--- src/rtl/bus_master_arbiter.sv ---
// bus_master_arbiter: four-master shared-bus arbiter with registered
// round-robin ownership, grant parking, an owner-driven slave-bus
// multiplexer and a report-only watchdog for transactions that never
// see a ready from the slave.
module bus_master_arbiter #(
  parameter int TIMEOUT = 256,
  parameter int CNT_W   = 16
) (
  input  logic         clk,
  input  logic         reset,
  input  logic [3:0]   m_req_,
  input  logic [119:0] m_addr,
  input  logic [3:0]   m_as_,
  input  logic [3:0]   m_rw,
  input  logic [127:0] m_wr_data,
  output logic [3:0]   m_grnt_,
  output logic [29:0]  s_addr,
  output logic         s_as_,
  output logic         s_rw,
  output logic [31:0]  s_wr_data,
  input  logic         s_rdy_,
  output logic         bus_timeout,
  output logic [1:0]   timeout_id
);

  // Per-master views of the flattened address and write-data buses;
  // element i lines up with bits [W*i+W-1 : W*i] of the flat port.
  logic [3:0][29:0] addr_v;
  logic [3:0][31:0] wdata_v;

  logic [1:0]       owner;
  logic [1:0]       next_owner;
  logic [1:0]       cand;
  logic             found;
  logic [CNT_W-1:0] cnt;
  logic             waiting;

  assign addr_v  = m_addr;
  assign wdata_v = m_wr_data;

  // The grant is parked on the owner at all times, so exactly one bit is low.
  assign m_grnt_ = ~(4'b0001 << owner);

  // A cycle counts toward the watchdog while a strobe is out and no ready came back.
  assign waiting = ~s_as_ & s_rdy_;

  // Round-robin pick: only when the owner has dropped its request, scan
  // owner+1..owner+3 and take the first requester; otherwise stay parked.
  always_comb begin
    next_owner = owner;
    found      = 1'b0;
    cand       = owner;
    if (m_req_[owner]) begin
      for (int k = 1; k < 4; k++) begin
        cand = owner + 2'(k);
        if (!found && !m_req_[cand]) begin
          next_owner = cand;
          found      = 1'b1;
        end
      end
    end
  end

  // Ownership register; reset parks the bus on master 0.
  always_ff @(posedge clk or posedge reset) begin
    if (reset) begin
      owner <= 2'd0;
    end else begin
      owner <= next_owner;
    end
  end

  // Slave-bus mux: the owner's fields pass through only while it still
  // requests; otherwise the bus shows idle values.
  always_comb begin
    s_addr    = '0;
    s_as_     = 1'b1;
    s_rw      = 1'b1;
    s_wr_data = '0;
    if (!m_req_[owner]) begin
      s_addr    = addr_v[owner];
      s_as_     = m_as_[owner];
      s_rw      = m_rw[owner];
      s_wr_data = wdata_v[owner];
    end
  end

  // Watchdog: count consecutive waiting edges, pulse and record the owner
  // on the TIMEOUT-th, then restart so a stuck transfer reports repeatedly.
  always_ff @(posedge clk or posedge reset) begin
    if (reset) begin
      cnt         <= '0;
      bus_timeout <= 1'b0;
      timeout_id  <= 2'd0;
    end else if (waiting) begin
      if (cnt == CNT_W'(TIMEOUT - 1)) begin
        cnt         <= '0;
        bus_timeout <= 1'b1;
        timeout_id  <= owner;
      end else begin
        cnt         <= cnt + 1'b1;
        bus_timeout <= 1'b0;
      end
    end else begin
      cnt         <= '0;
      bus_timeout <= 1'b0;
    end
  end

endmodule
--- config.mk ---
export PLATFORM = sky130hd
export DESIGN_NAME = bus_master_arbiter
export DESIGN_NICKNAME = d
export VERILOG_FILES = /design/src/rtl/bus_master_arbiter.sv
export SDC_FILE = /design/constraint.sdc
export NUM_CORES = 1
export LEC_CHECK = 0
export CAP_MARGIN = 30
export CORE_MARGIN = 10
export CORE_UTILIZATION = 27
export DETAILED_ROUTE_END_ITERATION = 7
export HOLD_SLACK_MARGIN = 0.02
export PLACE_DENSITY = 0.91
export SLEW_MARGIN = 10
export SYNTH_ARGS = -nofsm -noshare
export SYNTH_HDL_FRONTEND = slang
export SYNTH_SLANG_ARGS = --single-unit
export TNS_END_PERCENT = 20
--- constraint.sdc ---
create_clock -name clk -period 2.2 [get_ports clk]
set_clock_uncertainty 0.05 [all_clocks]
set_input_delay 0.44 -clock clk [delete_from_list [all_inputs] [get_ports clk]]
set_output_delay 0.44 -clock clk [all_outputs]
set_load 0.1 [all_outputs]
Yosys cells after proc, flatten, opt, wreduce, memory -nomap -nowiden
Cells that the tools add are included.
{ "op_classes": {"addsub": 4, "n_eq_ne": 2, "reduce_logical": 8, "shift": 1, "n_lt_le_gt_ge": 4, "n_mux": 31, "bitwise": 3} }
{ "op_table": {"columns": ["op", "n"], "rows": [
  ["$bmux W32 S2", 1],
  ["$mux W32", 2],
  ["$bmux W30 S2", 1],
  ["$mux W30", 2],
  ["$mux W16", 2],
  ["$add A16 B1 Y16 const B", 1],
  ["$eq A16 B8 Y1 const B", 1],
  ["$mux W1", 14],
  ["$bmux W1 S2", 6],
  ["$lt A2 B3 Y1 const B", 4],
  ["$mux W2", 3],
  ["$add A2 B2 Y2 const B", 2],
  ["$logic_not A1 Y1", 4],
  ["$not A4 Y4", 1],
  ["$reduce_and A2 Y1", 2],
  ["$shl A1 B2 Y4 const A", 1],
  ["$ne A3 B1 Y1 const B", 1],
  ["$add A2 B1 Y2 const B", 1],
  ["$logic_and A1 B1 Y1", 2],
  ["$and A1 B1 Y1", 1],
  ["$not A1 Y1", 1]
]} }
{ "totals": {"in_bits": 263, "wordCells": 57, "reg_bits": 21, "out_inout_bits": 71} }

Depth between registers and ports, before layout
{ "depth": {"depth_word": 13, "mapped_depth": 7, "mapped_depth_nobuf": 6} }

Worst setup path before layout
Ideal clock, no wire load.
{ "synth_timing": {"path_kind": "register -> output", "start": "register owner[0]", "end": "output port s_addr[0]", "arrival_time_ns": 2.805, "slack_ns": -1.095, "t_required_ns": 1.710, "path_stages_with_launch": 6, "path_buffers": 3, "path_cell_list": "dfrtp_1 > buf_6 > mux4_2 > clkbuf_1 > clkbuf_1 > nor2b_1"} }
{ "synth_via": {"elab_chain_cells": 3, "elab_cells_between_ends": 5, "classes_between": "mux: 5"} }
{ "synth_rtl": {"columns": ["item", "line", "rtl"], "rows": [
  ["from (decl)", "31", "logic [1:0] owner;"],
  ["from (signal assigned)", "69", "owner <= next_owner;"],
  ["$bmux W30 S2 or $bmux W1 S2 (tied branches)", "81, 80", null],
  ["$mux W30 (implied by the code) or $mux W1 (tied branches)", "81, 80", null],
  ["$mux W30 *", "80", "if (!m_req_[owner]) begin"],
  ["to (decl)", "17", "output logic [29:0] s_addr,"]
]} }
Mark *: on every way between the ends. The rest lies on a longest branch, timed or not. The select of a mux whose other input is x is not followed.

Worst setup path after layout
{ "layout_timing": {"start": "register owner[0]", "end": "output port s_addr[26]"} }
Same word-level chain as after synthesis.

==> flow_summary_export.csv <==
group,metric,value,unit
status,status,"finished with violations",
status,violations_in_the_final_reports,"negative setup slack",
logic_synthesis,synth-simple-area-share,21.0,%
detailed_routing,drt-total-wl,21900,um
detailed_routing,detail_route.drc_violations,0,
worst_setup_path,critical_path_peak_fanout,7,
global_route,grt_start_max_net_pins,32,
logic_synthesis,synth.area.mux_share,49.4,%
detailed_routing,first_pass_iters,4,
floorplan,initial_utilization,27.8,%
sta,finalHoldViolations,0,
final_layout,final_layout_size_suffix_gt1_share,41.1,%
logic_synthesis,largest_family_of_logic_cells_by_synthesized_area,"multiplexers",
logic_synthesis,synthDominantCellAreaShare,47.8,%
clocking,tritoncts.num_buffers,3,
worst_setup_path,critical-path-top-cell-by-count,"sky130_fd_sc_hd__buf_12",
logic_synthesis,seq_area_frac_synth,16.4,%
clocking,tritoncts,"yes",
final_layout,area_delta_synth_final,161,%
clocking,h-tree-depth,1,
logic_synthesis,synth.top_cells.by_area,"sky130_fd_sc_hd__mux4_2, sky130_fd_sc_hd__dfrtp_1, sky130_fd_sc_hd__nor2b_1",
logic_synthesis,synth_top_area_cell,"sky130_fd_sc_hd__mux4_2",
logic_synthesis,yosys.area_share.xor_xnor,2.74,%
placement,port_buffers,333,
logic_synthesis,synth_area,3200,um^2
global_route,grt_pass1_vias,4659,
sta,min_period_over_period,119,%
sta,timing_worst_slew_pin_value,0.476,ns
logic_synthesis,syn-mean-instance-area,11.6,um^2
power,power.leakage,3.36,nW
sta,worst_slack,-0.429,ns
worst_setup_path,required_time_worst_endpoint,1.71,ns
logic_synthesis,yosys.area_share.adder,1.95,%
logic_synthesis,yosys.cell_count.top_type,"sky130_fd_sc_hd__mux4_2",
detailed_routing,drt_first_iter_violations,288,
sta,maxSlewHeadroom,68.0,%
floorplan,chipWidth,129,um
clocking,cts-hold-fix-buffers,0,
worst_setup_path,critical_path.startpoint_type,"flop",
clocking,clock_path_buffers,2,
floorplan,design.die.area,16600,um^2
detailed_routing,antenna_left,0,
power,power_per_cell_area,1850,nW/um^2
logic_synthesis,number_of_enable_type_register_cells_in_the_synthesized_netlist,0,
logic_synthesis,synth_fp_nets,545,
power,clock_power_share,2.5,%
detailed_routing,route.vias.total,4131,
power,p_seq_share,3.0,%
sta,drv_slew,0,
worst_setup_path,crit_chain,"mux4_4, buf_12, buf_16, buf_12, nor2b_4, buf_12",
global_route,antenna_violations_before_repair,0,
logic_synthesis,number_of_standard_cells_after_synthesis,277,
sta,finalSetupViolations,65,
clocking,path_clk_slew,0.05,ns
final_layout,final_nets,901,
power,vdd.ir_drop.worst,1890,uV
worst_setup_path,worst_ep_arrival_time,2.14,ns
clocking,cts.sinks,21,
logic_synthesis,ys_dominant_reg_cell,"sky130_fd_sc_hd__dfrtp_1",
sta,timing.setup.tns,-21.78,ns
worst_setup_path,max_stage_delay,0.68,ns
floorplan,rows,39,
clocking,cts-root-buf,"sky130_fd_sc_hd__clkbuf_16",
global_route,first_pass_grt_wire_length,31200,um
job,timing.max_cap.violations,0,
floorplan,core_region,11500,um^2
logic_synthesis,synth-seq-cells,21,
floorplan,num_io_pins,334,
sta,clock.fmax,380,MHz
power,internal-power,0.00688,W
placement,dpl.hpwl,19100,um
global_route,overall_global_routing_usage,24.9,%
detailed_routing,vias_per_cell,5.32,
power,p_switching,0.00858,W
final_layout,area_of_all_placed_cells_without_fillers,8360,um^2
worst_setup_path,critPathCaptureType,"output pin",
clocking,clkLatencyLatePin,0.26,ns
min_path,hold_path.class,"flop to flop",
global_route,gr-total-overflow,0,
logic_synthesis,netlist_top_cells_count,"sky130_fd_sc_hd__mux4_2, sky130_fd_sc_hd__nor2b_1, sky130_fd_sc_hd__dfrtp_1, sky130_fd_sc_hd__nor2_1, sky130_fd_sc_hd__clkbuf_1",
placement,gp_congestion,0.944,
power,comb_power_share,94.5,%
logic_synthesis,ys_async_sr_fraction,100,%
worst_setup_path,worst-setup-path-type,"flop to output pin",
placement,placedInstanceArea,8080,um^2
detailed_routing,detail_route.wl_per_cell,28.2,um
worst_setup_path,critical-path-slowest-cell,"sky130_fd_sc_hd__mux4_4",
sta,finalWorstPathRequiredPeriod,2.63,ns
sta,grt_setup_unrepaired,"yes",
logic_synthesis,synth-warning-count,0,
logic_synthesis,synth_compound_area_share,3.28,%
power,finalPower,0.0155,W
logic_synthesis,unique_masters_post_synth,38,
power,sw_frac_of_total,55.5,%
floorplan,die-height,129,um
==> through the flow <==
| step | hold WS (ns) | setup slack (ns) | std cells | util (%) |
|---|---|---|---|---|
| after floorplan | 0.367 | -0.241 | 277 | - |
| after CTS | 0.445 | -0.459 | 771 | 72.0 |
| after global routing | 0.467 | -0.499 | 775 | 72.5 |
| after global placement | 0.414 | -0.524 | 761 | 70.1 |
| after detailed placement | 0.438 | -0.569 | 761 | 70.1 |
| final | 0.443 | -0.429 | 776 | 72.6 |
==> registers in the layout (all words and copies together), names as in the netlist <==
register	flops
bus_timeout	1
cnt	16
owner	2
timeout_id	2
==> worst max-delay path: cells and delay by family (launching register included) <==
family	cells	cell delay (ns)
mux	1	0.68
buf+inv	4	0.63
flops	1	0.43
simple gates	1	0.12
==> per-layer routing <==
| layer | share of wire [%] | vias up | wire [um] | track usage (%) |
|---|---|---|---|---|
| met5 | 0 | - | 0 | 0 |
| met4 | 2.4 | 0 | 522 | 6.49 |
| met3 | 11 | 29 | 2470 | 9.03 |
| met2 | 53 | 258 | 11700 | 45.7 |
| met1 | 33 | 2057 | 7250 | 26.3 |
| li1 | - | 1787 | - | - |
==> cell families (layout without fill, tap and decap cells) <==
family,after synthesis,in the layout
simple gates,116,116
mux,72,72
buf+inv,37,392
flops,21,21
compound gates,16,16
xor+xnor,10,10
fa+ha+maj,5,5
other cells,0,1
==> cells in the final DEF (no fill, tap or decap), types with 2 or more instances in the layout <==
cell type,n
sky130_fd_sc_hd__mux2_4,2
sky130_fd_sc_hd__buf_12,77
sky130_fd_sc_hd__mux4_2,67
sky130_fd_sc_hd__nand2_1,8
sky130_fd_sc_hd__nand4_1,5
sky130_fd_sc_hd__clkdlybuf4s50_1,258
sky130_fd_sc_hd__clkbuf_16,3
sky130_fd_sc_hd__dfrtp_1,19
sky130_fd_sc_hd__or3_1,4
sky130_fd_sc_hd__dlygate4sd2_1,4
sky130_fd_sc_hd__nor2b_1,2
sky130_fd_sc_hd__o21ai_0,3
sky130_fd_sc_hd__nor2_1,16
sky130_fd_sc_hd__buf_4,30
sky130_fd_sc_hd__inv_1,10
sky130_fd_sc_hd__buf_16,2
sky130_fd_sc_hd__mux2i_1,2
sky130_fd_sc_hd__nor4_1,4
sky130_fd_sc_hd__nor2b_4,62
sky130_fd_sc_hd__o211ai_1,2
sky130_fd_sc_hd__buf_6,3
sky130_fd_sc_hd__xor2_1,4
sky130_fd_sc_hd__ha_1,4
sky130_fd_sc_hd__o32ai_1,2
sky130_fd_sc_hd__a21oi_1,5
sky130_fd_sc_hd__and3_1,2
sky130_fd_sc_hd__or2_2,2
sky130_fd_sc_hd__nand3_1,4
sky130_fd_sc_hd__xnor2_1,6
==> final timing paths <==
check / from / endpoint / slack (ns) / cells after the start
setup / recovery: owner[0] / s_addr[26] / -0.43 / 6
hold / removal: cnt[0] / cnt[0] / 0.44 / 1
setup reg to reg: owner[0] / owner[1] / -0.03 / 8
hold reg to reg: cnt[0] / cnt[0] / 0.44 / 1
max in group asynchronous: reset / owner[0] / 1.38 / 3
min in group asynchronous: reset / cnt[3] / 0.47 / 3
==> area by class of cell <==
type                            instances  area, um^2
Clock buffer                            3        75.1
Timing Repair Buffer                  376        4520
Multi-Input combinational cell        219        2990
Fill cell                             720        3160
Tap cell                              143         179
Inverter                               12        50.0
Antenna cell                            1        2.50
Sequential cell                        21         531
Clock inverter                          1        5.00
==> power groups by stage <==
| stage | logic (W) | registers, W | clock network (W) |
|---|---|---|---|
| final | 0.0146 | 0.000458 | 0.000390 |
| after global routing | 0.0150 | 0.000463 | 0.000412 |
| after CTS | 0.0146 | 0.000457 | 0.000389 |
| after detailed placement | 0.0141 | 0.000464 | 0 |
| after global placement | 0.0140 | 0.000464 | 0 |
| after floorplan | 0.00923 | 0.000439 | 0 |
==> timing repair <==
| item | CTS | global route |
|---|---|---|
| setup buffers | 4 | 4 |
| gates resized for setup | 14 | 4 |
| cloned | 2 | 0 |
| setup endpoints to repair | 66 | 66 |
Note: power is estimated with default switching activity, not from simulation.
